<file path="config.mk">
export PLATFORM = sky130hd
export DESIGN_NAME = mem_port_arb
export DESIGN_NICKNAME = d
export VERILOG_FILES = /design/src/rtl/mem_port_arb.sv
export SDC_FILE = /design/constraint.sdc
export NUM_CORES = 1
export LEC_CHECK = 0
export ABC_AREA = 1
export BUFFER_PORTS_ARGS = -buffer_cell sky130_fd_sc_hd__clkbuf_2
export CAP_MARGIN = 20
export CORE_UTILIZATION = 51
export CTS_CLUSTER_DIAMETER = 60
export DETAILED_ROUTE_END_ITERATION = 6
export PLACE_DENSITY = 0.8
export SLEW_MARGIN = 5
export SYNTH_ARGS = -nofsm -noshare
export SYNTH_HDL_FRONTEND = slang
export SYNTH_SLANG_ARGS = --single-unit
</file>
<file path="constraint.sdc">
create_clock -name clk -period 1.8 [get_ports clk]
set_input_delay 0.18 -clock clk [delete_from_list [all_inputs] [get_ports clk]]
set_output_delay 0.18 -clock clk [all_outputs]
set_load 0.005 [all_outputs]
</file>
<file path="src/rtl/mem_port_arb.sv">
// rtl/mem_port_arb.sv - single-port memory arbiter and access sequencer for fetch and load/store paths
//
// Ports:
//   clk, rst                 clock and synchronous active-high reset
//   if_req/if_addr           fetch request (held until if_done) and byte address
//   if_rdata/if_done/if_err  fetched word, one-cycle completion pulse, error flag
//   d_req/d_wr/d_addr        data request (held until d_done), store select, byte address
//   d_wdata/d_size/d_sz_ex   right-aligned store data, access size, sign-extend select
//   d_rdata/d_done/d_err     extended load data, one-cycle completion pulse, error flag
//   busy                     arbiter is not idle
//   mem_req..mem_wdata       request to the shared memory, held until mem_ack
//   mem_rdata/mem_ack        memory read word and completion
module mem_port_arb #(
    parameter int ADDR_WIDTH = 32,
    parameter int DATA_WIDTH = 32,
    parameter int TIMEOUT    = 15
) (
    input  logic                  clk,
    input  logic                  rst,
    input  logic                  if_req,
    input  logic [ADDR_WIDTH-1:0] if_addr,
    output logic [DATA_WIDTH-1:0] if_rdata,
    output logic                  if_done,
    output logic                  if_err,
    input  logic                  d_req,
    input  logic                  d_wr,
    input  logic [ADDR_WIDTH-1:0] d_addr,
    input  logic [DATA_WIDTH-1:0] d_wdata,
    input  logic [1:0]            d_size,
    input  logic                  d_sz_ex,
    output logic [DATA_WIDTH-1:0] d_rdata,
    output logic                  d_done,
    output logic                  d_err,
    output logic                  busy,
    output logic                  mem_req,
    output logic                  mem_wr,
    output logic [ADDR_WIDTH-1:0] mem_addr,
    output logic [3:0]            mem_be,
    output logic [DATA_WIDTH-1:0] mem_wdata,
    input  logic [DATA_WIDTH-1:0] mem_rdata,
    input  logic                  mem_ack
);

    typedef enum logic [1:0] {
        IDLE = 2'd0,
        BUSY = 2'd1,
        RESP = 2'd2
    } state_t;

    localparam logic [1:0]  SZ_BYTE = 2'b00;
    localparam logic [1:0]  SZ_HALF = 2'b01;
    localparam logic [1:0]  SZ_WORD = 2'b10;
    // Value of the wait counter during the last BUSY cycle allowed before timeout.
    localparam logic [15:0] TO_LAST = 16'(TIMEOUT - 1);

    state_t          state;
    logic            own_d;
    logic [1:0]      lat_lo;
    logic [1:0]      lat_size;
    logic            lat_wr;
    logic            lat_sx;
    logic [15:0]     wait_cnt;

    logic [ADDR_WIDTH-1:0] req_addr;
    logic [1:0]            req_size;
    logic                  req_wr;
    logic                  req_mis;
    logic [3:0]            req_be;
    logic [DATA_WIDTH-1:0] req_wdata;
    logic [DATA_WIDTH-1:0] ld_shift;
    logic [DATA_WIDTH-1:0] ld_ext;

    // Request selection in IDLE: data wins over fetch; a fetch behaves as a word load.
    always_comb begin
        req_addr  = d_req ? d_addr : if_addr;
        req_size  = d_req ? d_size : SZ_WORD;
        req_wr    = d_req & d_wr;
        req_mis   = 1'b0;
        req_be    = 4'b1111;
        req_wdata = d_wdata;
        case (req_size)
            SZ_BYTE: begin
                req_be    = 4'b0001 << req_addr[1:0];
                req_wdata = {4{d_wdata[7:0]}};
            end
            SZ_HALF: begin
                req_mis   = req_addr[0];
                req_be    = 4'b0011 << req_addr[1:0];
                req_wdata = {2{d_wdata[15:0]}};
            end
            SZ_WORD: begin
                req_mis   = (req_addr[1:0] != 2'b00);
            end
            default: begin
                req_mis   = 1'b1;
            end
        endcase
    end

    // Load lane extraction and extension from the word returned by memory.
    always_comb begin
        ld_shift = mem_rdata >> {lat_lo, 3'b000};
        case (lat_size)
            SZ_BYTE: ld_ext = {{24{lat_sx & ld_shift[7]}}, ld_shift[7:0]};
            SZ_HALF: ld_ext = {{16{lat_sx & ld_shift[15]}}, ld_shift[15:0]};
            default: ld_ext = ld_shift;
        endcase
    end

    assign busy = (state != IDLE);

    always_ff @(posedge clk) begin
        if (rst) begin
            state     <= IDLE;
            own_d     <= 1'b0;
            lat_lo    <= 2'b00;
            lat_size  <= 2'b00;
            lat_wr    <= 1'b0;
            lat_sx    <= 1'b0;
            wait_cnt  <= '0;
            mem_req   <= 1'b0;
            mem_wr    <= 1'b0;
            mem_addr  <= '0;
            mem_be    <= 4'b0000;
            mem_wdata <= '0;
            if_rdata  <= '0;
            if_done   <= 1'b0;
            if_err    <= 1'b0;
            d_rdata   <= '0;
            d_done    <= 1'b0;
            d_err     <= 1'b0;
        end else begin
            case (state)
                IDLE: begin
                    if (d_req || if_req) begin
                        own_d    <= d_req;
                        lat_lo   <= req_addr[1:0];
                        lat_size <= req_size;
                        lat_wr   <= req_wr;
                        lat_sx   <= d_sz_ex;
                        wait_cnt <= '0;
                        if (req_mis) begin
                            // Rejected without touching memory.
                            state <= RESP;
                            if (d_req) begin
                                d_done  <= 1'b1;
                                d_err   <= 1'b1;
                                d_rdata <= '0;
                            end else begin
                                if_done  <= 1'b1;
                                if_err   <= 1'b1;
                                if_rdata <= '0;
                            end
                        end else begin
                            state     <= BUSY;
                            mem_req   <= 1'b1;
                            mem_wr    <= req_wr;
                            mem_addr  <= {req_addr[ADDR_WIDTH-1:2], 2'b00};
                            mem_be    <= req_be;
                            mem_wdata <= req_wdata;
                        end
                    end
                end
                BUSY: begin
                    if (mem_ack) begin
                        state   <= RESP;
                        mem_req <= 1'b0;
                        mem_wr  <= 1'b0;
                        mem_be  <= 4'b0000;
                        if (own_d) begin
                            d_done  <= 1'b1;
                            d_err   <= 1'b0;
                            d_rdata <= lat_wr ? '0 : ld_ext;
                        end else begin
                            if_done  <= 1'b1;
                            if_err   <= 1'b0;
                            if_rdata <= mem_rdata;
                        end
                    end else if (TIMEOUT != 0 && wait_cnt == TO_LAST) begin
                        // Hung memory: abandon the access and report an error.
                        state   <= RESP;
                        mem_req <= 1'b0;
                        mem_wr  <= 1'b0;
                        mem_be  <= 4'b0000;
                        if (own_d) begin
                            d_done  <= 1'b1;
                            d_err   <= 1'b1;
                            d_rdata <= '0;
                        end else begin
                            if_done  <= 1'b1;
                            if_err   <= 1'b1;
                            if_rdata <= '0;
                        end
                    end else begin
                        wait_cnt <= wait_cnt + 16'd1;
                    end
                end
                RESP: begin
                    state    <= IDLE;
                    if_done  <= 1'b0;
                    if_err   <= 1'b0;
                    if_rdata <= '0;
                    d_done   <= 1'b0;
                    d_err    <= 1'b0;
                    d_rdata  <= '0;
                end
                default: begin
                    state <= IDLE;
                end
            endcase
        end
    end

endmodule
</file>
==> metrics.md <==
| Metric | Value |
|---|---|
| R2r endpoint | `d_rdata[17]` |
| Initial DRC count | `923` |
| Worst reg2reg path depth | `11` |
| I/O pin total | `276` |
| R2r setup slk | `0.07 ns` |
| Global-route wire length before repair | `41.9 mm` |
| Worst hold path class | `primary input to flop` |
| DRC Markers | `0` |
| Post-synthesis sequential area ratio | `0.365` |
| Vias in the first global route | `8,645` |
| Core footprint | `0.0168 sq mm` |
| Site row count | `47` |
| Placer congestion estimate | `0.930` |
| Part of the cycle the worst path needs | `0.959` |
| Maximum number of pins on one net before global-route repair | `59` |
| ANT cells | `0` |
| Fmax | `0.579 GHz` |
| Yosys warnings | `0` |
| Worst Path Max Fanout | `7` |
| Beginning of the critical path | `wait_cnt[0]` |
| Die Y | `134 um` |
| Clk sinks | `161` |
| Clock latency on the worst-skew pair | `0.43 ns` |
| Status | `finished, final reports clean` |
| Register clock-pin slew on the reported worst setup and hold paths | `0.07 ns` |
| Crit Path Class | `flop to flop` |
| Vias per cell | `5.16` |
| Top cell type's share of synthesized area | `0.365` |
| Setup WS pre-CTS | `0.0220 ns` |
| CTS Hold Bufs | `0` |
| Post-layout min period | `1.73 ns` |
| Max Root-Sink Buffers | `2` |
| Root Buffer | `clkbuf_16` |
| Leak | `5.76 nW` |
| Share of layout cells above drive strength 1 | `0.244` |
| Chip Width | `134 um` |
| Initial antenna violation count | `1` |
| Top post-synthesis cells by area | `dfxtp_1 (36%), nand2_1 (21%), nor2_1 (7.4%)` |
| Full die area | `0.0179 sq mm` |
| CTS tree | `yes` |
| Worst setup EP type | `flop` |
| Count of final hold-check violations | `0` |
| Yosys top cell by area | `dfxtp_1` |
| Final ANT Viol Nets | `0` |
| Worst-margin pin slew | `0.502 ns` |
| Cell Area, Synth | `0.00884 sq mm` |
| Post-synth ARST share | `0` |
| Worst Setup Start Kind | `flop` |
| RSZ-0062 raised after global routing | `yes` |
| HPWL after detailed placement | `19.6 mm` |
| Via count | `10,100` |
| Fin Clk Skew | `0.0127 ns` |
| Mapped Cells | `1,450` |
| Syn Area/Cell | `6.10 sq um` |
| Total GRT Usage | `0.294` |
| CTS Buf Count | `17` |
| VDD IR max | `0.782 mV` |
| Max_cap viols | `0` |
| Final WL | `27.4 mm` |
| DRT Pass-1 Iters | `7` |
| Port bufs | `273` |
| Top_reg_cell synth | `dfxtp_1` |
| CP arrival | `2.05 ns` |
| RR Startpoint | `wait_cnt[0]` |
| Min-delay src | `d_wdata[5]` |
| Area Overhead vs Synth | `28.7%` |
| Power density over the cells | `993 mW/mm^2` |
| Required @ worst endpoint | `2.12 ns` |
| Post-synthesis cell type count | `38` |
| Initial Util | `0.527` |
| Final setup viols | `0` |
| WL per Instance | `14.0 um` |
| Slew Viols, Final | `0` |
| Slew headroom | `0.662` |
| #FFs+latches synth | `161` |
| Fin util | `0.679` |
| PnR worst setup slack | `0.0740 ns` |
| Fin nets | `1,858` |
| EDFF count, synth | `0` |
| Overflow after GRT | `0` |
| H-tree Lvls | `4` |
| Critical Path End | `d_rdata[17]` |
routing by layer:
metal | global-route usage | vias to the layer above | routed length [um]
met3 | 0.0639 | 69 | 2220
met5 | 0 | - | 0
met1 | 0.365 | 4430 | 11400
met2 | 0.489 | 519 | 12800
li1 | - | 5061 | -
met4 | 0.126 | 0 | 998
worst min-delay path by stage:
stage                   endpoint  slack [ns]  depth (start not counted)
global route        mem_wdata[0]        0.03                          3
global placement          d_done        0.44                          2
CTS                 mem_wdata[5]        0.01                          3
floorplan                 lat_wr        0.34                          1
detailed placement        d_done        0.45                          2
finish              mem_wdata[5]        0.02                          3
synthesized netlist by cell type (2+ instances only):
cell and instances:
nor2_1 175, nor2_4 3, nand3_2 3, nor2_2 3, o21ai_1 5, o21bai_1 3, nand3_1 114, buf_2 28
nand2_2 5, xor2_1 2, buf_1 3, buf_4 14, a21oi_1 100, clkbuf_1 43, dfxtp_1 161, nand4_1 47
inv_2 9, nor3_1 10, buf_6 4, o21ai_0 48, inv_1 157, ha_1 2, nand2_1 496
area by class of cell:
cell class	count	area, sq um
repair buffers	341	2080
clock buffers	18	439
clock inverters	14	131
well taps	220	275
flip-flops and latches	161	3230
inverters	167	629
multi-input cells	1031	4600
fillers	1519	5380
worst max-delay path, stage by stage (launching register included):
cell	delay, ns
dfxtp_2	0.33
inv_2	0.09
ha_4	0.13
nand3_2	0.07
nor2_2	0.11
nand2_1	0.06
nand3b_1	0.12
buf_6	0.13
nand3_4	0.17
clkbuf_16	0.23
nor2_1	0.13
nor2_1	0.06
state kept, by name, indices dropped and copies added, names as in the netlist, 4 cells and up:
register / count
d_rdata: 32
if_rdata: 32
mem_addr: 30
mem_be: 4
mem_wdata: 32
wait_cnt: 16
placed cells by master (no fill, tap or decap), drive strengths merged:
cell type / Yosys / final
dfxtp: 161 / 161
xor2: 2 / 2
a21oi: 100 / 100
a221oi: 1 / 1
or2: 1 / 1
conb: 1 / 2
nand3b: 1 / 1
clkinvlp: 0 / 4
a31oi: 1 / 1
clkinv: 0 / 5
o21ai: 53 / 53
nor3: 10 / 10
nand3: 118 / 118
bufinv: 0 / 1
ha: 2 / 2
nand2: 502 / 502
clkbuf: 43 / 294
and2: 1 / 1
xnor2: 1 / 1
o21bai: 3 / 3
nor2: 182 / 182
inv: 167 / 171
nand4: 48 / 48
a22oi: 1 / 1
buf: 49 / 65
o22ai: 1 / 1
a32o: 1 / 1
timing repair:
action / 4_1_cts / 5_1_grt
setup endpoints to repair: 0 / 51
setup buffers: 0 / 2
gates resized for setup: 0 / 24
kinds of logic after synthesis:
kind of cell	Yosys count	synth area share
flip-flops	161	0.365
buffers and inverters	259	0.124
AO/OA/AOI/OAI	161	0.0941
other	1	0.000424
AND/OR/NAND/NOR	863	0.411
adder cells (fa/ha/maj)	2	0.00283
XOR/XNOR	3	0.00297
where the power goes:
group / total (mW) / internal (mW) / switching, mW
Sequential: 4.27 / 4.01 / 0.264
Clock: 3.53 / 1.96 / 1.57
Combinational: 3.51 / 1.44 / 2.07
through the flow:
stage                     cells  setup TNS (ns)  hold slack [ns]  power, mW  area (sq um)
after floorplan            1451               0            0.342       6.35          8840
after global placement     1912               0            0.439       7.53         10600
after detailed placement   1912               0            0.450       7.59         10600
after CTS                  1944               0           0.0139       11.1         11200
after global routing       1952           -1.40           0.0305       11.9         11400
final                      1952               0           0.0237       11.3         11400
Note: power is estimated with default switching activity, not from simulation.
